`config.mk`:
```
export PLATFORM = sky130hd
export DESIGN_NAME = l1ca_acq_ctrl
export DESIGN_NICKNAME = d
export VERILOG_FILES = /design/src/rtl/l1ca_acq_ctrl.sv
export SDC_FILE = /design/constraint.sdc
export NUM_CORES = 1
export LEC_CHECK = 0
export ABC_AREA = 1
export BUFFER_PORTS_ARGS = -buffer_cell sky130_fd_sc_hd__buf_2
export CAP_MARGIN = 15
export CORE_MARGIN = 1.5
export CORE_UTILIZATION = 35
export CTS_CLUSTER_DIAMETER = 60
export DETAILED_ROUTE_END_ITERATION = 8
export SYNTH_ARGS = -nofsm -noshare
export SYNTH_HDL_FRONTEND = slang
export SYNTH_SLANG_ARGS = --single-unit
```
`constraint.sdc`:
```
create_clock -name clk -period 11.45 [get_ports clk]
set_input_delay 2.29 -clock clk [delete_from_list [all_inputs] [get_ports clk]]
set_output_delay 2.29 -clock clk [all_outputs]
set_load 0.005 [all_outputs]
```
`src/rtl/l1ca_acq_ctrl.sv`:
```
// rtl/l1ca_acq_ctrl.sv - GPS L1 C/A acquisition search controller
//
// Purpose: steps a shared acquisition correlator through every
// (Doppler bin, code phase) cell for one SV. It keeps the cell with the
// largest |I|+|Q| and reports that cell and a threshold detection flag.
//
// Ports:
//   clk, nrst      clock, asynchronous active-low reset
//   start_i        begin a search (accepted only in IDLE, abort_i low)
//   abort_i        leave any active state and return to IDLE
//   sv_i           SV number, latched on an accepted start
//   thresh_i       detection threshold, latched on an accepted start
//   busy_o         search in progress (ISSUE/WAIT/EVAL/DONE)
//   done_o         one-cycle pulse at sweep completion
//   found_o        best magnitude >= latched threshold (valid from done_o)
//   best_chip_o    code phase of the peak cell
//   best_dopp_o    Doppler bin of the peak cell
//   best_mag_o     peak |I|+|Q|
//   corr_start_o   one-cycle correlator request
//   corr_sv_o      latched SV presented to the correlator
//   corr_chip_o    code phase being correlated
//   corr_dopp_o    Doppler bin being correlated
//   corr_done_i    correlator result strobe (single cycle)
//   corr_i_i       in-phase accumulation (signed)
//   corr_q_i       quadrature accumulation (signed)

module l1ca_acq_ctrl #(
  parameter int  NUM_DOPP = 21,
  parameter int  ACC_W    = 16,
  localparam int DW       = (NUM_DOPP > 1) ? $clog2(NUM_DOPP) : 1,
  localparam int MAG_W    = ACC_W + 1,
  localparam int SV_W     = 5,
  localparam int CHIP_W   = 10
) (
  input  logic                    clk,
  input  logic                    nrst,
  input  logic                    start_i,
  input  logic                    abort_i,
  input  logic [SV_W-1:0]         sv_i,
  input  logic [MAG_W-1:0]        thresh_i,
  output logic                    busy_o,
  output logic                    done_o,
  output logic                    found_o,
  output logic [CHIP_W-1:0]       best_chip_o,
  output logic [DW-1:0]           best_dopp_o,
  output logic [MAG_W-1:0]        best_mag_o,
  output logic                    corr_start_o,
  output logic [SV_W-1:0]         corr_sv_o,
  output logic [CHIP_W-1:0]       corr_chip_o,
  output logic [DW-1:0]           corr_dopp_o,
  input  logic                    corr_done_i,
  input  logic signed [ACC_W-1:0] corr_i_i,
  input  logic signed [ACC_W-1:0] corr_q_i
);

  localparam logic [CHIP_W-1:0] LAST_CHIP = CHIP_W'(1022);
  localparam logic [DW-1:0]     LAST_DOPP = DW'(NUM_DOPP - 1);

  typedef enum logic [2:0] {
    S_IDLE,
    S_ISSUE,
    S_WAIT,
    S_EVAL,
    S_DONE
  } state_t;

  state_t state, state_nxt;

  logic [SV_W-1:0]         sv_q;
  logic [MAG_W-1:0]        thr_q;
  logic [CHIP_W-1:0]       chip_q;
  logic [DW-1:0]           dopp_q;
  logic signed [ACC_W-1:0] i_q;
  logic signed [ACC_W-1:0] q_q;
  logic [MAG_W-1:0]        best_mag_q;
  logic [CHIP_W-1:0]       best_chip_q;
  logic [DW-1:0]           best_dopp_q;
  logic                    found_q;

  logic                    accept;
  logic [MAG_W-1:0]        abs_i;
  logic [MAG_W-1:0]        abs_q;
  logic [MAG_W-1:0]        mag;
  logic                    first_cell;
  logic                    upd;
  logic                    last_chip;
  logic                    last_cell;
  logic [MAG_W-1:0]        final_mag;

  assign accept = start_i && !abort_i;

  // Magnitude is formed one bit wider than the accumulators, so the
  // negation of the most negative value (-32768 -> 32768) cannot wrap and
  // the sum of two such values (65536) still fits.
  always_comb begin
    abs_i = i_q[ACC_W-1] ? (~{i_q[ACC_W-1], i_q} + MAG_W'(1)) : {1'b0, i_q};
    abs_q = q_q[ACC_W-1] ? (~{q_q[ACC_W-1], q_q} + MAG_W'(1)) : {1'b0, q_q};
    mag   = abs_i + abs_q;
  end

  // The first cell of a sweep always claims the best slot so that an
  // all-zero sweep reports cell (0,0) rather than stale coordinates.
  // Afterwards only a strictly larger magnitude replaces it, so the first
  // of several equal peaks is kept.
  assign first_cell = (chip_q == '0) && (dopp_q == '0);
  assign upd        = first_cell || (mag > best_mag_q);
  assign last_chip  = (chip_q == LAST_CHIP);
  assign last_cell  = last_chip && (dopp_q == LAST_DOPP);
  assign final_mag  = upd ? mag : best_mag_q;

  // State register
  always_ff @(posedge clk or negedge nrst) begin
    if (!nrst) begin
      state <= S_IDLE;
    end else begin
      state <= state_nxt;
    end
  end

  // Next-state logic; abort pre-empts every active state
  always_comb begin
    state_nxt = state;
    unique case (state)
      S_IDLE:  if (accept) state_nxt = S_ISSUE;
      S_ISSUE: state_nxt = abort_i ? S_IDLE : S_WAIT;
      S_WAIT: begin
        if (abort_i)          state_nxt = S_IDLE;
        else if (corr_done_i) state_nxt = S_EVAL;
      end
      S_EVAL: begin
        if (abort_i)        state_nxt = S_IDLE;
        else if (last_cell) state_nxt = S_DONE;
        else                state_nxt = S_ISSUE;
      end
      S_DONE:  state_nxt = S_IDLE;
      default: state_nxt = S_IDLE;
    endcase
  end

  // State-decoded outputs; corr_start_o follows the state register so a
  // reset removes the request without waiting for a clock edge.
  always_comb begin
    busy_o       = 1'b0;
    done_o       = 1'b0;
    corr_start_o = 1'b0;
    unique case (state)
      S_IDLE:  ;
      S_ISSUE: begin
        busy_o       = 1'b1;
        corr_start_o = 1'b1;
      end
      S_WAIT:  busy_o = 1'b1;
      S_EVAL:  busy_o = 1'b1;
      S_DONE: begin
        busy_o = 1'b1;
        done_o = 1'b1;
      end
      default: ;
    endcase
  end

  // Search datapath: latched request, cell counters, I/Q capture, best cell
  always_ff @(posedge clk or negedge nrst) begin
    if (!nrst) begin
      sv_q        <= '0;
      thr_q       <= '0;
      chip_q      <= '0;
      dopp_q      <= '0;
      i_q         <= '0;
      q_q         <= '0;
      best_mag_q  <= '0;
      best_chip_q <= '0;
      best_dopp_q <= '0;
      found_q     <= 1'b0;
    end else begin
      unique case (state)
        S_IDLE: begin
          if (accept) begin
            sv_q       <= sv_i;
            thr_q      <= thresh_i;
            chip_q     <= '0;
            dopp_q     <= '0;
            best_mag_q <= '0;
          end
        end
        S_WAIT: begin
          if (corr_done_i && !abort_i) begin
            i_q <= corr_i_i;
            q_q <= corr_q_i;
          end
        end
        S_EVAL: begin
          if (!abort_i) begin
            if (upd) begin
              best_mag_q  <= mag;
              best_chip_q <= chip_q;
              best_dopp_q <= dopp_q;
            end
            // Code phase is the inner loop; the final cell leaves the
            // counters parked since DONE follows.
            if (!last_chip) begin
              chip_q <= chip_q + CHIP_W'(1);
            end else if (!last_cell) begin
              chip_q <= '0;
              dopp_q <= dopp_q + DW'(1);
            end
            // Registered on the way into DONE so it is already valid in
            // the done_o cycle.
            if (last_cell) begin
              found_q <= (final_mag >= thr_q);
            end
          end
        end
        default: ;
      endcase
    end
  end

  assign found_o     = found_q;
  assign best_chip_o = best_chip_q;
  assign best_dopp_o = best_dopp_q;
  assign best_mag_o  = best_mag_q;
  assign corr_sv_o   = sv_q;
  assign corr_chip_o = chip_q;
  assign corr_dopp_o = dopp_q;

endmodule

```
==> results.json, run 1 <==
{
  "status": "completed",
  "vias_per_cell": 4.63,
  "finalSetupViolCount": 0,
  "synth_area_um2": 7100,
  "synth_common_cells": "198 x nand2_1, 136 x inv_1, 105 x dfrtp_1",
  "crit_start": "i_q[0]$_DFFE_PN0P_",
  "slowest_stage": "dfrtp_1",
  "critPathMaxStageDelay_ns": 0.40,
  "clock_latency_ns": 0.37,
  "hold_slack_ns": 0.481,
  "routedWlPerCell_um": 12.8,
  "cts_tree": "yes",
  "grt_busiest_layer": "met2",
  "grt_pass1_vias": 5562,
  "drive_gt1_share_pct": 16.4,
  "met1_usage_pct": 23.2,
  "diodes": 0,
  "die_h_um": 145,
  "ant_nets": 0,
  "worstSetupPathType": "reg2reg",
  "grt.met3_usage_pct": 3.42,
  "ctsResizeCount": 0,
  "nets": 1160,
  "ys_async_sr_fraction_pct": 100,
  "yosysTopAreaCell": "dfrtp_1",
  "cts_buffers": 9,
  "tightest_slew_ns": 0.853,
  "num_vias": 6074,
  "drt_iter0_drc": 233,
  "clkSlewWorstSetupHoldPaths_ns": 0.08,
  "syn_avg_cell_area_um2": 7.57,
  "htree_levels": 3,
  "synth_top_cell_area_share_pct": 37.0,
  "fillers": 2085,
  "start_util_pct": 36.1,
  "cts_sinks": 105,
  "maxCapViolCount": 0,
  "synth-seq-area-share_pct": 37.0,
  "path_max_fanout": 19,
  "portBuffers": 114,
  "worstHoldStart": "best_chip_o[9]$_DFFE_PN0P_",
  "yosys_warnings": 0,
  "synthFlopType": "dfrtp_1",
  "gr-total-overflow": 0,
  "drc": 0,
  "hold_buffers": 0,
  "ys_seq_elements": 105,
  "ys_top_cells_by_area": "dfrtp_1 37%, nand2_1 10%, ha_1 10%",
  "rows": 51,
  "slew_violations": 0,
  "core_area_um2": 19700,
  "antenna_found_initial": 0,
  "area_growth_pct": 16.4,
  "grt_setup_unrepaired": "no",
  "fmax_mhz": 181,
  "cts_setup_buffers": 0,
  "period_needed_ns": 5.51,
  "cp_common_cell": "nand2_1",
  "design.die.area_um2": 21200,
  "die-width_um": 145,
  "grt_pass1_wl_um": 27900,
  "syn_inst": 938,
  "synthDistinctLibCells": 40,
  "synth-edff-count": 0,
  "synth.most_common_cell": "nand2_1",
  "endpoint_kind": "register",
  "routed_wl_um": 16900,
  "boundaryPins": 115,
  "r2r-start": "i_q[0]$_DFFE_PN0P_",
  "hold_class": "reg2reg",
  "clock_path_buffers": 2,
  "gp_congestion": 0.867,
  "crit_path_start_kind": "register",
  "use_met2_pct": 25.2,
  "grt_start_max_net_pins": 66,
  "hold_viol": 0,
  "finalSetupTns_ns": 0,
  "firstDrtPassIters": 5,
  "synth_fp_nets": 1055,
  "slew_headroom_pct": 43.2,
  "finClkSkew_ns": 0.0121,
  "fin_crit_sh_pct": 48.2,
  "worstPathArrival_ns": 5.77,
  "crit_required_ns": 11.71,
  "grtUsageTotal_pct": 16.3,
  "cts-root-buf": "clkbuf_16",
  "dpl.hpwl_um": 13100
}
==> path summary, 6_finish.rpt <==
kind | to | slack [ns] | cells after the start
worst max-delay path | found_o$_DFFE_PN0P_ | 5.94 | 32
worst min-delay path | best_chip_o[9]$_DFFE_PN0P_ | 0.48 | 2
worst max register to register | found_o$_DFFE_PN0P_ | 5.94 | 32
worst min register to register | best_chip_o[9]$_DFFE_PN0P_ | 0.48 | 2
max in group asynchronous | thr_q[7]$_DFFE_PN0P_ | 8.29 | 2
min in group asynchronous | q_q[5]$_DFFE_PN0P_ | 1.91 | 1
==> placed cells by master, fill, tap and decap left out, types with 3 or more instances in the layout <==
cell	n
inv_1	136
a21o_1	4
mux2_2	11
buf_2	113
xnor2_1	3
ha_1	57
clkinv_8	3
nand2_1	197
nand3_1	65
nor3_1	11
xor2_1	36
buf_4	4
nor2_1	98
o21ai_1	8
dfrtp_1	105
a21oi_1	84
nand2_2	3
nor2_2	3
nand4_1	19
o21ai_0	25
clkbuf_16	9
and2_1	17
o21ai_2	8
inv_2	4
==> flip-flops by register name, indices dropped and copies added, names as in the netlist <==
| name | cells |
|---|---|
| best_dopp_o | 5 |
| q_q | 16 |
| best_mag_o | 17 |
| state | 3 |
| best_chip_o | 10 |
| i_q | 16 |
| thr_q | 17 |
| found_o | 1 |
| corr_dopp_o | 5 |
| corr_sv_o | 5 |
| corr_chip_o | 10 |
==> worst max-delay path: cells and delay by family (launching register included) <==
family / cells / cell delay [ns]
AO/OA/AOI/OAI: 5 / 0.92
XOR/XNOR: 1 / 0.16
adder cells (fa/ha/maj): 4 / 1.13
buffers and inverters: 3 / 0.20
flip-flops: 1 / 0.40
AND/OR/NAND/NOR: 19 / 2.60
==> layout make-up <==
| cell class | instances | area, um2 | area share (%) |
|---|---|---|---|
| flip-flops and latches | 105 | 2630 | 31.8 |
| repair buffers | 117 | 596 | 7.20 |
| clock buffers | 9 | 225 | 2.72 |
| clock inverters | 7 | 126 | 1.53 |
| multi-input cells | 669 | 3830 | 46.3 |
| well taps | 265 | 332 | 4.01 |
| inverters | 141 | 529 | 6.40 |
==> metrics by stage <==
stage / setup WS [ns] / cell area [um2] / utilization, % / instances
final: 5.94 / 8270 / 42.1 / 1313
after detailed placement: 5.94 / 7920 / 40.3 / 1297
after floorplan: 6.72 / 7100 / - / 938
after global placement: 6.08 / 7920 / 40.3 / 1297
after CTS: 5.94 / 8270 / 42.1 / 1313
after global routing: 5.24 / 8270 / 42.1 / 1313
==> kinds of logic (layout without fill, tap and decap cells) <==
family          count (synthesis)  after routing  synth area share [%]
compound gates                135            135                  10.3
xor+xnor                       39             39                  4.81
fa+ha+maj                      58             58                  10.3
buf+inv                       164            274                  9.12
flops                         105            105                  37.0
mux                            11             11                  1.74
simple gates                  426            426                  26.7
==> layer usage <==
| metal | wire, um | vias to the layer above | part of all wire, % |
|---|---|---|---|
| li1 | - | 3230 | - |
| met4 | 168 | 0 | 1.0 |
| met5 | 0 | - | 0 |
| met3 | 728 | 12 | 4.3 |
| met1 | 8640 | 2718 | 51 |
| met2 | 7320 | 114 | 43 |
Power of run 1 is not shown: default switching activity piles up to over one toggle a cycle in this logic, so the estimate is an artifact.
==> run 2: changes to the inputs <==
ABC_AREA = 0   (was 1)
clock period = 4.5 ns   (was 11.45 ns; I/O delays follow)
==> results.json, run 2 <==
{
  "grt_pass1_vias": 5479,
  "finClkSkew_ns": 0.0112,
  "worstPathArrival_ns": 6.33,
  "hold_path_depth": 2,
  "grt_start_max_net_pins": 68,
  "synthDistinctLibCells": 58,
  "synth.most_common_cell": "dfrtp_1",
  "path_depth": 25,
  "htree_levels": 3,
  "synth_area_um2": 6880,
  "period_needed_ns": 6.05,
  "die_h_um": 143,
  "syn_avg_cell_area_um2": 9.75,
  "status": "finished with violations",
  "cp_top_family": "simple AND/OR/NAND/NOR gates",
  "finalSetupTns_ns": -27.57,
  "clock_path_buffers": 2,
  "rows": 51,
  "timing.critical_path.buf_inv": 1,
  "finalSetupViolCount": 33,
  "cts_tree": "yes",
  "crit_path_start_kind": "register",
  "layout_common_cells": "114 x buf_4, 113 x buf_2, 105 x dfrtp_1",
  "setup_ws_ns": -1.55,
  "crit_required_ns": 4.78,
  "core_area_um2": 19300,
  "design.die.area_um2": 20500,
  "drive_gt1_share_pct": 39.5,
  "portBuffers": 114,
  "seqCellArea_um2": 2630,
  "ys_async_sr_fraction_pct": 100,
  "die-width_um": 143,
  "worstSetupPathType": "reg2reg",
  "grt_setup_unrepaired": "yes",
  "clkSlewWorstSetupHoldPaths_ns": 0.07,
  "ant_nets": 0,
  "synthFlopType": "dfrtp_1",
  "diodes": 0,
  "ys_top_cells_by_area": "dfrtp_1 38%, ha_1 10%, mux2_2 7.0%",
  "slew_violations": 0,
  "cts-root-buf": "clkbuf_16",
  "maxCapViolCount": 0,
  "firstDrtPassIters": 4,
  "cts_buffers": 9,
  "final_core_util_pct": 47.7,
  "routedWlPerCell_um": 14.4,
  "boundaryPins": 115,
  "synth_fp_nets": 822,
  "critPathMaxStageDelay_ns": 0.53,
  "slew_headroom_pct": 42.4,
  "endpoint_kind": "register",
  "yosys_warnings": 0,
  "num_vias": 5632,
  "grt_pass1_wl_um": 27300,
  "fillers": 1846,
  "fin_crit_sh_pct": 134,
  "gp_congestion": 0.825,
  "grtUsageTotal_pct": 17.0,
  "antenna_found_initial": 0,
  "drt_iter0_drc": 239,
  "drc": 0,
  "clock_latency_ns": 0.37,
  "synth_common_cells": "105 x dfrtp_1, 81 x nand2_1, 57 x ha_1",
  "fmax_mhz": 165,
  "area_growth_pct": 34.2,
  "synth-seq-area-share_pct": 38.2,
  "path_max_fanout": 7,
  "gr-total-overflow": 0,
  "tightest_slew_ns": 0.864,
  "slowest_stage": "or4_4",
  "violations": "setup timing",
  "yosysTopAreaCell": "dfrtp_1",
  "multi_input_area_um2": 4170,
  "ys_seq_elements": 105,
  "dpl.hpwl_um": 12800,
  "hold_viol": 0,
  "syn_inst": 705,
  "layout_commonest_cell": "buf_4",
  "nets": 1039,
  "start_util_pct": 35.6,
  "worst_r2r_path_depth": 25,
  "hold_class": "reg2reg",
  "synth-edff-count": 0,
  "vias_per_cell": 4.72,
  "routed_wl_um": 17200,
  "cts_sinks": 105,
  "cp_common_cell": "or3_4",
  "synth_top_cell_area_share_pct": 38.2
}
run 2: cell types whose count changed in the layout (fill, tap and decap cells not counted), moves of 29 or more:
cell and change:
a21oi_1 -59, buf_4 +110, inv_1 -82, nand2_1 -118, nand3_1 -55, nor2_1 -64, xnor2_1 +29, xor2_1 -30
run 2: repair_timing:
item	4_1_cts	5_1_grt
gates cloned	2	1
endpoints found under the setup margin	33	33
hold buffers	0	0
pin swaps	5	23
buffers inserted	1	6
gates resized for setup	11	42
run 2: logic make-up after synthesis:
| logic type | count (synthesis) | synth area share (%) |
|---|---|---|
| mux | 78 | 13.7 |
| buf+inv | 84 | 5.44 |
| flops | 105 | 38.2 |
| simple gates | 205 | 14.7 |
| xor+xnor | 41 | 5.22 |
| compound gates | 134 | 12.1 |
| fa+ha+maj | 58 | 10.7 |
run 2: worst reg2reg max path, stage by stage (launching register included):
cell,delay [ns]
dfrtp_1,0.37
or4_4,0.53
or3_4,0.34
or3_4,0.35
nand2_2,0.09
xnor2_2,0.06
ha_1,0.31
a21o_1,0.18
o21bai_4,0.18
o32ai_2,0.29
a21oi_2,0.06
xor2_1,0.16
ha_1,0.31
nand4_1,0.14
nor2_1,0.06
or3_4,0.40
o41ai_4,0.39
or2_4,0.24
buf_6,0.13
mux2_4,0.32
ha_4,0.27
nand2_1,0.07
a211o_1,0.28
a41oi_2,0.16
o21ai_1,0.09
a41oi_1,0.19
run 2: worst paths after layout:
path | start | endpoint | slack (ns)
hold reg to reg | corr_sv_o[1]$_DFFE_PN0P_ | corr_sv_o[1]$_DFFE_PN0P_ | 0.48
min in group asynchronous | nrst | best_chip_o[3]$_DFFE_PN0P_ | 0.65
setup / recovery | q_q[9]$_DFFE_PN0P_ | found_o$_DFFE_PN0P_ | -1.55
hold / removal | corr_sv_o[1]$_DFFE_PN0P_ | corr_sv_o[1]$_DFFE_PN0P_ | 0.48
max in group asynchronous | nrst | best_mag_o[5]$_DFFE_PN0P_ | 2.79
setup reg to reg | q_q[9]$_DFFE_PN0P_ | found_o$_DFFE_PN0P_ | -1.55
run 2: per-layer routing:
layer  vias to the layer above  GRT usage (%)  wire [um]
met3                        19           2.48        543
li1                       2900              -          -
met1                      2632           23.1       8450
met4                         0           7.27        317
met5                         -              0          0
met2                        81           26.9       7850
run 2: layout make-up:
type,count,area share (%)
Tap cell,265,3.59
Sequential cell,105,28.5
Multi-Input combinational cell,516,45.2
Inverter,54,2.20
Clock buffer,11,2.63
Clock inverter,5,0.448
Timing Repair Buffer,236,17.4
run 2: metrics by stage:
stage	cells	worst slack (ns)	area [um2]	hold slack, ns
finish	1192	-1.55	9230	0.475
global placement	1166	-1.64	8520	0.456
floorplan	705	-1.52	6920	0.452
detailed placement	1166	-1.69	8520	0.461
CTS	1185	-1.38	8930	0.481
global route	1192	-1.86	9230	0.505
Power of run 2 is left out for the same reason.
